### config.mk
export PLATFORM = sky130hd
export DESIGN_NAME = neumaier_vec_loader
export DESIGN_NICKNAME = d
export VERILOG_FILES = /design/src/rtl/neumaier_pkg.sv /design/src/rtl/neumaier_result_fifo.sv /design/src/rtl/neumaier_vec_loader.sv
export SDC_FILE = /design/constraint.sdc
export NUM_CORES = 1
export LEC_CHECK = 0
export ABC_AREA = 1
export CAP_MARGIN = 10
export CORE_MARGIN = 2
export CORE_UTILIZATION = 60
export DETAILED_ROUTE_END_ITERATION = 10
export HOLD_SLACK_MARGIN = 0.15
export PLACE_DENSITY_LB_ADDON = 0.12
export SYNTH_ARGS = -nofsm -noshare
export SYNTH_HDL_FRONTEND = slang
export SYNTH_SLANG_ARGS = --single-unit
### constraint.sdc
create_clock -name clk_i -period 4.6 [get_ports clk_i]
set_input_delay 0.46 -clock clk_i [delete_from_list [all_inputs] [get_ports clk_i]]
set_output_delay 0.46 -clock clk_i [all_outputs]
set_load 0.005 [all_outputs]
### src/rtl/neumaier_pkg.sv
// Shared widths, element/sum types and beat arithmetic for the Neumaier
// adder-tree feed and result path.
package neumaier_pkg;

    function automatic int unsigned bit_width(input int unsigned exp_w, input int unsigned mant_w);
        return 1 + exp_w + mant_w;
    endfunction

    function automatic int unsigned sum_width(input int unsigned elem_w, input int unsigned elems);
        return elem_w + $clog2(elems);
    endfunction

    function automatic int unsigned nbeats(input int unsigned elems, input int unsigned lanes);
        return elems / lanes;
    endfunction

    localparam int unsigned DEF_EXP_WIDTH  = 5;
    localparam int unsigned DEF_MANT_WIDTH = 2;
    localparam int unsigned DEF_ELEMS      = 32;
    localparam int unsigned DEF_BIT_WIDTH  = bit_width(DEF_EXP_WIDTH, DEF_MANT_WIDTH);
    localparam int unsigned DEF_SUM_WIDTH  = sum_width(DEF_BIT_WIDTH, DEF_ELEMS);

    typedef logic [DEF_BIT_WIDTH-1:0] elem_t;
    typedef logic [DEF_SUM_WIDTH-1:0] sum_t;

endpackage

### src/rtl/neumaier_result_fifo.sv
// First-word-fall-through FIFO with full/empty flags; head is visible on
// data_o whenever empty_o is low.
module neumaier_result_fifo #(
    parameter int unsigned WIDTH = 13,
    parameter int unsigned DEPTH = 4
) (
    input  logic             clk_i,
    input  logic             rst_ni,
    input  logic             push_i,
    input  logic [WIDTH-1:0] data_i,
    input  logic             pop_i,
    output logic [WIDTH-1:0] data_o,
    output logic             full_o,
    output logic             empty_o
);

    localparam int unsigned AW = (DEPTH > 1) ? $clog2(DEPTH) : 1;
    localparam int unsigned CW = $clog2(DEPTH + 1);

    logic [WIDTH-1:0] mem [DEPTH];
    logic [AW-1:0]    wr_ptr;
    logic [AW-1:0]    rd_ptr;
    logic [CW-1:0]    count;
    logic             do_push;
    logic             do_pop;

    function automatic logic [AW-1:0] wrap_inc(input logic [AW-1:0] p);
        return (p == AW'(DEPTH - 1)) ? '0 : p + 1'b1;
    endfunction

    assign full_o  = (count == CW'(DEPTH));
    assign empty_o = (count == '0);
    assign data_o  = mem[rd_ptr];
    assign do_pop  = pop_i && !empty_o;
    assign do_push = push_i && (!full_o || do_pop);

    always_ff @(posedge clk_i or negedge rst_ni) begin
        if (!rst_ni) begin
            for (int unsigned i = 0; i < DEPTH; i++) mem[i] <= '0;
            wr_ptr <= '0;
            rd_ptr <= '0;
            count  <= '0;
        end else begin
            if (do_push) begin
                mem[wr_ptr] <= data_i;
                wr_ptr      <= wrap_inc(wr_ptr);
            end
            if (do_pop) rd_ptr <= wrap_inc(rd_ptr);
            case ({do_push, do_pop})
                2'b10:   count <= count + 1'b1;
                2'b01:   count <= count - 1'b1;
                default: ;
            endcase
        end
    end

    a_no_overflow: assert property (@(posedge clk_i) disable iff (!rst_ni) (push_i && full_o) |-> pop_i);

endmodule

### src/rtl/neumaier_vec_loader.sv
// Gathers LANES-wide beats into a full vector, launches it into the adder
// tree, and queues the tree's sum once the fixed tree latency has elapsed.
module neumaier_vec_loader
    import neumaier_pkg::*;
#(
    parameter int unsigned EXP_WIDTH_I  = 5,
    parameter int unsigned MANT_WIDTH_I = 2,
    parameter int unsigned ELEMS_COUNT  = 32,
    parameter int unsigned LANES        = 4,
    parameter int unsigned TREE_LATENCY = 8,
    parameter int unsigned MAX_INFLIGHT = 4,
    parameter int unsigned SUM_WIDTH_O  = sum_width(bit_width(EXP_WIDTH_I, MANT_WIDTH_I), ELEMS_COUNT),
    localparam int unsigned BIT_WIDTH_I = bit_width(EXP_WIDTH_I, MANT_WIDTH_I)
) (
    input  logic                               clk_i,
    input  logic                               rst_ni,
    input  logic                               s_valid_i,
    output logic                               s_ready_o,
    input  logic [LANES*BIT_WIDTH_I-1:0]       s_data_i,
    input  logic                               s_last_i,
    output logic [ELEMS_COUNT*BIT_WIDTH_I-1:0] vec_o,
    output logic                               vec_valid_o,
    input  logic [SUM_WIDTH_O-1:0]             sum_i,
    output logic                               m_valid_o,
    input  logic                               m_ready_i,
    output logic [SUM_WIDTH_O-1:0]             m_sum_o,
    output logic                               err_len_o
);

    localparam int unsigned NBEATS  = nbeats(ELEMS_COUNT, LANES);
    localparam int unsigned BEAT_W  = LANES * BIT_WIDTH_I;
    localparam int unsigned VEC_W   = ELEMS_COUNT * BIT_WIDTH_I;
    localparam int unsigned BCNT_W  = (NBEATS > 1) ? $clog2(NBEATS) : 1;
    localparam int unsigned CRED_W  = $clog2(MAX_INFLIGHT + 1);
    localparam logic [BCNT_W-1:0] LAST_BEAT = BCNT_W'(NBEATS - 1);

    logic [BCNT_W-1:0]       beat_cnt;
    logic [VEC_W-1:0]        fill_q;
    logic [VEC_W-1:0]        fill_merged;
    logic [CRED_W-1:0]       credits;
    logic [CRED_W-1:0]       credits_nxt;
    logic [TREE_LATENCY-1:0] lat_pipe;
    logic                    accept;
    logic                    last_beat;
    logic                    complete;
    logic                    push;
    logic                    pop;
    logic                    fifo_full;
    logic                    fifo_empty;

    assign accept    = s_valid_i && s_ready_o;
    assign last_beat = (beat_cnt == LAST_BEAT);
    assign complete  = accept && (s_last_i || last_beat);
    assign push      = lat_pipe[TREE_LATENCY-1];
    assign m_valid_o = !fifo_empty;
    assign pop       = m_valid_o && m_ready_i;

    // Unwritten beats are already zero because the fill buffer clears on each
    // completion, so an early s_last_i needs no extra masking.
    always_comb begin
        fill_merged = fill_q;
        for (int unsigned b = 0; b < NBEATS; b++) begin
            if (beat_cnt == BCNT_W'(b)) fill_merged[b*BEAT_W +: BEAT_W] = s_data_i;
        end
    end

    always_comb begin
        credits_nxt = credits;
        case ({complete, pop})
            2'b10:   credits_nxt = credits - 1'b1;
            2'b01:   credits_nxt = credits + 1'b1;
            default: ;
        endcase
    end

    always_ff @(posedge clk_i or negedge rst_ni) begin
        if (!rst_ni) begin
            beat_cnt    <= '0;
            fill_q      <= '0;
            vec_o       <= '0;
            vec_valid_o <= 1'b0;
            credits     <= CRED_W'(MAX_INFLIGHT);
            s_ready_o   <= 1'b0;
            err_len_o   <= 1'b0;
            lat_pipe    <= '0;
        end else begin
            vec_valid_o <= complete;
            credits     <= credits_nxt;
            s_ready_o   <= (credits_nxt != '0);
            lat_pipe    <= (lat_pipe << 1) | TREE_LATENCY'(vec_valid_o);
            if (complete) begin
                vec_o    <= fill_merged;
                fill_q   <= '0;
                beat_cnt <= '0;
                // Framing is bad when s_last_i and the final beat position disagree.
                if (s_last_i != last_beat) err_len_o <= 1'b1;
            end else if (accept) begin
                fill_q   <= fill_merged;
                beat_cnt <= beat_cnt + 1'b1;
            end
        end
    end

    neumaier_result_fifo #(
        .WIDTH (SUM_WIDTH_O),
        .DEPTH (MAX_INFLIGHT)
    ) u_result_fifo (
        .clk_i   (clk_i),
        .rst_ni  (rst_ni),
        .push_i  (push),
        .data_i  (sum_i),
        .pop_i   (pop),
        .data_o  (m_sum_o),
        .full_o  (fifo_full),
        .empty_o (fifo_empty)
    );

    a_full_means_no_credit: assert property (@(posedge clk_i) disable iff (!rst_ni) fifo_full |-> (credits == '0));

endmodule
# Yosys cells after proc, flatten, opt, wreduce, memory -nomap -nowiden
# Cells that the tools add are included.
# W data, S select, Z words.
# classes
n_addsub	7
multipliers	0
div_mod_pow	0
magnitude_cmp	3
eq_ne	15
shift	0
muxes	22
bitwise_logic	3
n_reduce_logical	16
# op_table
cell	count
$mux W256	2
$mux W32	8
$bwmux W52	1
$mux W13	3
$bmux W13 S2	1
$demux W13 S2	1
$eq A3 B3 Y1 const B	5
$pmux W3 S2	2
$add A3 B1 Y3 const B	3
$eq A2 B2 Y1 const B	4
$or A8 B1 Y8	1
$eq A3 B2 Y1 const B	2
$ge A3 B3 Y1 const B	2
$logic_and A1 B1 Y1	6
$logic_not A3 Y1	2
$mux W3	2
$not A2 Y3	2
$sub A3 B1 Y3 const B	2
$add A2 B1 Y2 const B	2
$eq A2 B1 Y1 const B	2
$mux W2	2
$reduce_bool A2 Y1	2
$eq A3 B1 Y1 const B	1
$lt A3 B1 Y1 const B	1
5 further kinds	7
# totals
ff_bits	588
latchBits	0
ramBits	0
rom_bits	0
input_bits	50
out_inout_bits	273
elab_cells	81
n_memories	0

# Depth between registers and ports, before layout
# Gate-level depths: netlist of run 1.
# depth
word_depth	8
mapped_depth	17
depth_no_buf	14

# Hierarchy
# Synthesis of run 1 repeated with hierarchy kept, for this count alone.
# hier_totals
cells_unflattened	3187
hier_area_um2	25763.5
# by_module_without_submodules
mod	instances	cells_each	area_each_um2	seq_area_each_um2
neumaier_vec_loader	1	2832	22786.9	13238.9
neumaier_result_fifo	1	355	2976.6	1476.4

# Worst setup path after synthesis of run 1
# No wires, ideal clock.
# synth_timing
kind	register to register
startpoint	register beat_cnt[0]
endpoint	register s_ready_o
arrival_time_ps	2759
slack_ps	1716
path_stages_with_launch	17
path_buffers	3
period_less_slack_ps	2884
path_cell_list	dfrtp_1 -> ha_1 -> ha_1 -> buf_2 -> clkbuf_1 -> inv_1 -> ha_1 -> nor2_4 -> inv_2 -> clkbuf_1 -> ha_1 -> inv_1 -> fa_1 -> nand2_1 -> nand2_1 -> nor2_1 -> nand3_1
# synth_between
elab_chain_cells	6
word_cells_on_any_way	7
classes_between	eq/ne: 3; mux: 1; reduce/logical: 3
# synth_rtl
element	line_no	text
from (decl)	neumaier_vec_loader.sv:37	logic [BCNT_W-1:0] beat_cnt;
from (signal assigned)	neumaier_vec_loader.sv:99	beat_cnt <= beat_cnt + 1'b1;
$eq A3 B3 Y1 *	neumaier_vec_loader.sv:52	assign last_beat = (beat_cnt == LAST_BEAT);
$logic_or A1 B1 Y1 *	neumaier_vec_loader.sv:53	assign complete = accept && (s_last_i || last_beat);
$logic_and A1 B1 Y1 *	neumaier_vec_loader.sv:53	
$eq A2 B1 Y1 / $eq A2 B2 Y1 (equally long branches)	neumaier_vec_loader.sv:69	case ({complete, pop})
$pmux W3 S2 *	neumaier_vec_loader.sv:69	
via credits_nxt[1]	neumaier_vec_loader.sv:41	logic [CRED_W-1:0] credits_nxt;
$reduce_bool A3 Y1 *	neumaier_vec_loader.sv:89	s_ready_o <= (credits_nxt != '0);
to (signal assigned)	neumaier_vec_loader.sv:89	
to (decl)	neumaier_vec_loader.sv:18	output logic s_ready_o,
# The timed path passes the listed nets; every way through them passes the cells marked *.
# A chain may end at the register's enable or synchronous reset.

# Worst setup path in the final report of run 1
# layout_timing
startpoint	register u_result_fifo.rd_ptr[0]
endpoint	output port m_sum_o[12]
# layout_between
elab_chain_cells	4
# layout_rtl
element	line_no	text
from (decl)	neumaier_result_fifo.sv:22	logic [AW-1:0] rd_ptr;
from (signal assigned)	neumaier_result_fifo.sv:48	if (do_pop) rd_ptr <= wrap_inc(rd_ptr);
$not A2 Y3 (implied by the code)	neumaier_result_fifo.sv:33	assign data_o = mem[rd_ptr];
$bmux W13 S2	neumaier_result_fifo.sv:33	
$mux W13 (implied by the code) (2 in a row)	neumaier_result_fifo.sv:33	
to (decl)	neumaier_vec_loader.sv:26	output logic [SUM_WIDTH_O-1:0] m_sum_o,
# No other way between the ends. The select of a mux whose other input is x is not followed.

==> out/qor.csv, run 1 <==
stage,metric,value,unit
place,place.port_buffers,322,
logic_synthesis,synth_seq_area_share,0.563,
worst_setup_path,cp-end-kind,output pin,
clock_tree,clk_pin_slew,60,ps
global_routing,grt_max_degree,228,
drt,drt-pass1-iter-count,6,
drt,dr_total_vias,22500,
global_routing,grt-ovfl-total,0,
cells_and_area,synthToLayoutAreaGrowth,20.6,%
pwr,ir_drop,455,µV
pwr,p_leak,16.2,nW
worst_setup_path,max_stage_delay,1000,ps
global_routing,grt_usage,0.337,
cells_and_area,nets,3462,
logic_synthesis,synthSimpleGateAreaFrac,0.250,
sta,fin_setup_tns,0,ps
clock_tree,hold_buffers,1,
worst_setup_path,path_max_fanout,29,
die,die-area,45300,µm²
sta,rsz0062_at_grt,false,
worst_setup_path,cp-start-kind,flip-flop,
die,start_util,0.607,
die,die_w,213,µm
sta,fin_crit,3790,ps
cells_and_area,nFillCells,3205,
worst_setup_path,required,4140,ps
logic_synthesis,synth_top_family_by_area,simple AND/OR/NAND/NOR gates,
worst_setup_path,r2r_start,beat_cnt[1]$_DFFE_PN0P_,
clock_tree,postCtsSetupBuffers,0,
status,outcome,"complete, but fails checks",
worst_setup_path,critical_path.top_delay_family,buffers and inverters,
drt,drt_iter0_markers,2333,
clock_tree,clock_latency,620,ps
clock_tree,cts-root-buf,clkbuf_16,
drt,vias_per_cell,5.59,
die,rows,76,
logic_synthesis,yosys_warnings,0,
sta,max_freq,264,MHz
worst_hold_path,hold_class,in2async,
pwr,power_density,576,nW/µm²
clock_tree,cts-htree-levels,2,
logic_synthesis,netlist_instances,3220,
logic_synthesis,syn_area_per_cell,8.12,µm²
clock_tree,numCtsBuffers,58,
cells_and_area,antennaDiodeCount,0,
clock_tree,cts_resized,0,
logic_synthesis,synth_area,26100,µm²
sta,max-slew-margin-rel,-0.0136,
sta,fin_crit_sh,0.823,
worst_setup_path,worstSetupPathType,reg2out,
logic_synthesis,muxShareOfSynthArea,0,
die,io_pins,323,
global_routing,grt_pass1_wl,118,mm
cells_and_area,fin_util,0.732,
logic_synthesis,synth-compound-area-share,0.108,
worst_setup_path,cp_data_arrival_time,3330,ps
flow_run,max_cap_viol_count,0,
sta,whs,297,ps
global_routing,antenna_found_initial,0,
drt,wl_per_cell,18.8,µm
die,core_area,43100,µm²
sta,hold_viol,0,
worst_setup_path,reg2reg_to,vec_o[100]$_DFFE_PN0N_,
worst_setup_path,rr_worst_depth,9,
drt,drcViolationCount,0,
sta,setup_viol,0,
logic_synthesis,synth_xor_area_frac,0.000670,
status,violations,max-slew violations,
worst_setup_path,r2r_setup_slack,1390,ps
logic_synthesis,synth_cell_type_count,25,
global_routing,grt_pass1_vias,21600,
cells_and_area,final_layout_size_suffix_gt1_frac,0.0415,
worst_setup_path,worst_path_max_delay_cell,dfrtp_1,
drt,wl,75.6,mm
place,gp_congestion,0.846,
die,die_y,213,µm
clock_tree,cts_sinks,588,
place,dp_hpwl,45.6,mm
sta,maxSlewViolCount,29,
sta,finClkSkew,14.1,ps
drt,ant_nets,0,
sta,tightestPinTransition,1520,ps
logic_synthesis,synth-seq-cells,588,
logic_synthesis,synth_fa_ha_area_frac,0.00823,
worst_setup_path,critPathBufInv,2,
logic_synthesis,syn-num-nets,3286,
clock_tree,cts_tree,yes,
clock_tree,clock_path_buffers,3,
worst_setup_path,crit_chain,"inv_1, o21ai_0, o22ai_1, clkdlybuf4s50_1",
## report_power, final
part | internal, mW | switching [mW]
clock | 3.11 | 2.04
sequential | 6.50 | 0.920
combinational | 2.29 | 3.30
## placed cells by master (no fill, tap or decap), drive strengths merged
cell / synthesis / layout
nand2: 1606 / 1606
dfrtp: 587 / 587
clkdlybuf4s50: 0 / 321
o21ai: 256 / 256
inv: 217 / 217
o211ai: 192 / 192
clkbuf: 112 / 86
nand4: 53 / 53
nor2: 32 / 32
buf: 121 / 27
o22ai: 14 / 14
clkinv: 0 / 14
ha: 14 / 14
nand3: 8 / 8
bufinv: 0 / 8
fa: 2 / 2
xnor2: 1 / 1
or2: 1 / 1
a21o: 1 / 1
xor2: 1 / 1
a21oi: 1 / 1
dfstp: 1 / 1
dlygate4sd3: 0 / 1
## state kept, by name, indices dropped and copies added, names as in the netlist, 2 cells and up
name                  count
vec_o                   256
credits                   3
u_result_fifo.wr_ptr      2
u_result_fifo.rd_ptr      2
u_result_fifo.mem        52
beat_cnt                  3
lat_pipe                  8
u_result_fifo.count       3
fill_q                  256
## Yosys cell counts
master    number  area [µm²]
nand4_1       53         332
o22ai_1       14        87.6
or2_2          1        6.26
dfrtp_1      587       14700
o21ai_0      243        1220
nand3_1        8        40.0
buf_2         97         485
nor2_4         2        22.5
inv_1        214         803
xnor2_1        1        8.76
ha_1          14         175
buf_4          4        30.0
dfstp_2        1        26.3
nor2_1        30         113
o211ai_1     192        1440
nand2_2        1        6.26
nand2_1     1605        6020
fa_1           2        40.0
a21oi_1        1        5.00
o21ai_1       13        65.1
inv_2          3        11.3
clkbuf_1     112         420
buf_1         20        75.1
a21o_1         1        7.51
xor2_1         1        8.76
## through the flow
stage,area (µm²),instances,power [mW],setup slack [ps]
2_1_floorplan,26100,3220,10.4,1720
3_3_place_gp,29400,3919,12.7,1330
4_1_cts,31500,4028,18.2,865
3_5_place_dp,29400,3919,13.0,1260
6_report,31500,4029,18.2,812
5_1_grt,31500,4029,19.2,640
## worst max path at each step
| stage | startpoint | to | slack [ps] | cells past startpoint |
|---|---|---|---|---|
| detailed placement | s_valid_i | vec_o[73]$_DFFE_PN0N_ | 1260 | 7 |
| finish | u_result_fifo.rd_ptr[0]$_DFFE_PN0P_ | m_sum_o[12] | 810 | 4 |
| CTS | u_result_fifo.rd_ptr[0]$_DFFE_PN0P_ | m_sum_o[12] | 860 | 4 |
| floorplan | beat_cnt[0]$_DFFE_PN0P_ | s_ready_o$_DFF_PN0_ | 1720 | 16 |
| global route | u_result_fifo.rd_ptr[0]$_DFFE_PN0P_ | m_sum_o[12] | 640 | 4 |
| global placement | s_valid_i | vec_o[191]$_DFFE_PN0N_ | 1330 | 7 |
## kinds of logic (layout without fill, tap and decap cells)
| group | count (synthesis) | in the layout |
|---|---|---|
| simple gates | 1700 | 1700 |
| xor+xnor | 2 | 2 |
| flops | 588 | 588 |
| buf+inv | 450 | 674 |
| compound gates | 464 | 464 |
| fa+ha+maj | 16 | 16 |
## metal layers
| metal | routed length [µm] | share of wire | GRT usage | vias to the layer above |
|---|---|---|---|---|
| li1 | - | - | - | 10500 |
| met1 | 30900 | 0.41 | 0.473 | 10900 |
| met2 | 34800 | 0.46 | 0.517 | 960 |
| met3 | 7140 | 0.094 | 0.0724 | 153 |
| met4 | 2790 | 0.037 | 0.132 | 0 |
| met5 | 0 | 0 | 0 | - |
## area by class of cell
| cell class | count | area, µm² | area share |
|---|---|---|---|
| Inverter | 217 | 822 | 0.0261 |
| Tap cell | 585 | 732 | 0.0232 |
| Clock buffer | 86 | 1780 | 0.0565 |
| Multi-Input combinational cell | 2182 | 9630 | 0.306 |
| Clock inverter | 22 | 310 | 0.00984 |
| Timing Repair Buffer | 349 | 3530 | 0.112 |
| Sequential cell | 588 | 14700 | 0.467 |
Note: power is estimated with default switching activity, not from simulation.
==> inputs of run 2 (changes only) <==
--- a/config.mk
+++ b/config.mk
@@ -8,7 +8,7 @@
 export ABC_AREA = 1
 export CAP_MARGIN = 10
 export CORE_MARGIN = 2
-export CORE_UTILIZATION = 60
+export CORE_UTILIZATION = 56
 export DETAILED_ROUTE_END_ITERATION = 10
 export HOLD_SLACK_MARGIN = 0.15
 export PLACE_DENSITY_LB_ADDON = 0.12
==> constraint.sdc (replaced) <==
create_clock -name clk_i -period 3.6 [get_ports clk_i]
set_input_delay 0.36 -clock clk_i [delete_from_list [all_inputs] [get_ports clk_i]]
set_output_delay 0.36 -clock clk_i [all_outputs]
set_load 0.005 [all_outputs]
==> run 2 against run 1 <==
  * The run still ends with max-slew violations left
  * Critical endpoint is now m_sum_o[4]
  * Critical path depth increased by 1
  * Clock skew increased by 3.1 ps
  * Non-clock buffer count rose by 18
  * Worst hold slack gained 50 ps
==> out/qor.csv, run 2 (synthesis gave the netlist of run 1 again) <==
stage,metric,value,unit,change
sta,fin_crit,3190,ps,
global_routing,grt_usage,0.326,,-0.0108
clock_tree,clk_pin_slew,60,ps,about the same
cells_and_area,regArea,14700,µm²,unchanged
sta,rsz0062_at_grt,false,,
die,die_y,220,µm,+3.4%
sta,setup_viol,0,,unchanged
worst_hold_path,hold_path.startpoint,lat_pipe[6]$_DFF_PN0_,,
status,violations,max-slew violations,,
drt,drt_iter0_markers,2466,,+5.7%
cells_and_area,multi_input_area,9640,µm²,about the same
cells_and_area,nFillCells,3779,,+18%
place,gp_congestion,0.817,,-3.5%
drt,drt-pass1-iter-count,6,,unchanged
pwr,ir_drop,453,µV,-0.43%
global_routing,grt_pass1_wl,121,mm,+2.9%
global_routing,grt_max_degree,259,,+14%
worst_setup_path,path_max_fanout,29,,unchanged
die,die_w,220,µm,+3.4%
cells_and_area,nets,3481,,+0.55%
worst_setup_path,r2r_start,beat_cnt[0]$_DFFE_PN0P_,,
drt,wl_per_cell,19.3,µm,+2.6%
sta,finClkSkew,17.2,ps,+3.08 ps
die,start_util,0.564,,-0.0430
global_routing,grt_pass1_vias,21700,,+0.54%
sta,max-slew-margin-rel,-0.304,,-0.291
place,place_inst,3960,,+1.0%
drt,ant_nets,0,,unchanged
clock_tree,clock_path_buffers,3,,unchanged
status,outcome,"complete, but fails checks",,
cells_and_area,largestRegisters,"fill_q: 256 flops, vec_o: 256 flops, u_result_fifo.mem: 52 flops",,
clock_tree,cts-htree-levels,2,,unchanged
die,rows,79,,+3.9%
sta,maxSlewViolCount,187,,+540%
drt,wl,78.4,mm,+3.6%
sta,tightestPinTransition,1960,ps,+436 ps
die,core_area,46400,µm²,+7.6%
clock_tree,hold_buffers,1,,unchanged
cells_and_area,stdcell_count,4067,,+0.94%
sta,fin_crit_sh,0.886,,
worst_setup_path,required,3240,ps,-900 ps
worst_setup_path,cp-startpoint,u_result_fifo.rd_ptr[0]$_DFFE_PN0P_,,
sta,hold_viol,0,,unchanged
cells_and_area,layout_common_cells,"nand2_1 (1,599), dfrtp_1 (587), clkdlybuf4s50_1 (321)",,
sta,fin_setup_tns,0,ps,unchanged
clock_tree,cts_resized,0,,unchanged
die,die-area,48400,µm²,+7.0%
clock_tree,numCtsBuffers,59,,+1.7%
cells_and_area,antennaDiodeCount,0,,unchanged
worst_setup_path,cp_data_arrival_time,2830,ps,-500 ps
place,place.port_buffers,322,,unchanged
clock_tree,clock_latency,630,ps,about the same
drt,drcViolationCount,0,,unchanged
drt,dr_total_vias,22700,,+0.79%
clock_tree,cts_tree,yes,,
cells_and_area,synthToLayoutAreaGrowth,21.0,%,
die,io_pins,323,,unchanged
flow_run,max_cap_viol_count,0,,unchanged
drt,vias_per_cell,5.58,,-0.15%
pwr,power_density,725,nW/µm²,+26%
pwr,p_leak,16.2,nW,+0.30%
place,dp_hpwl,47.1,mm,+3.1%
clock_tree,postCtsSetupBuffers,0,,unchanged
global_routing,antenna_found_initial,1,,+1
sta,max_freq,313,MHz,
worst_setup_path,worstSetupPathType,reg2out,,
global_routing,grt-ovfl-total,0,,unchanged
worst_setup_path,cp-start-kind,flip-flop,,
cells_and_area,final_layout_size_suffix_gt1_frac,0.0454,,+0.00385
worst_hold_path,hold_class,reg2reg,,
clock_tree,cts-root-buf,clkbuf_16,,
worst_setup_path,cp-end-kind,output pin,,
cells_and_area,final_common_cell,nand2_1,,
clock_tree,cts_sinks,588,,unchanged
-- run 2: layout make-up --
| type | instances | share of cell area |
|---|---|---|
| multi-input combinational | 2182 | 0.305 |
| inverter | 217 | 0.0260 |
| clock buffer | 88 | 0.0565 |
| tap | 607 | 0.0240 |
| sequential | 588 | 0.465 |
| timing repair buffer | 367 | 0.118 |
| clock inverter | 18 | 0.00522 |
-- run 2: final timing paths --
check                                          to  slack [ps]  cells past startpoint
max                                    m_sum_o[4]         410                      5
min                         lat_pipe[7]$_DFF_PN0_         350                      0
max reg2reg                vec_o[156]$_DFFE_PN0N_         580                      9
min reg2reg                 lat_pipe[7]$_DFF_PN0_         350                      0
max in group asynchronous  vec_o[179]$_DFFE_PN0N_        2090                      4
min in group asynchronous  fill_q[62]$_DFFE_PN0P_         380                      2
-- run 2: metal layers --
metal | up-vias | wire (µm) | GRT usage
met5 | - | 13 | 0
met4 | 2 | 2490 | 0.112
met3 | 159 | 6810 | 0.0664
met2 | 886 | 36000 | 0.506
met1 | 11100 | 33100 | 0.460
li1 | 10500 | - | -
-- run 2: per-stage QoR --
stage / hold WS [ps] / power [mW] / area, µm² / util / setup slack (ps)
floorplan: 64.4 / 13.3 / 26100 / - / 716
global placement: 336 / 16.4 / 29700 / 0.640 / 792
detailed placement: 335 / 16.7 / 29700 / 0.640 / 709
CTS: 350 / 23.0 / 31600 / 0.682 / 413
global route: 357 / 24.3 / 31600 / 0.682 / 263
finish: 348 / 22.9 / 31600 / 0.682 / 410
-- run 2: power breakdown --
part	internal (mW)	switching, mW
Sequential	8.30	1.16
Clock	3.62	2.60
Combinational	3.00	4.26
-- run 2: worst max-delay path, stage by stage (launching register included) --
cell and delay [ps]:
dfrtp_1 350, buf_4 230, inv_1 680, o21ai_0 160
o22ai_1 230, clkdlybuf4s50_1 560
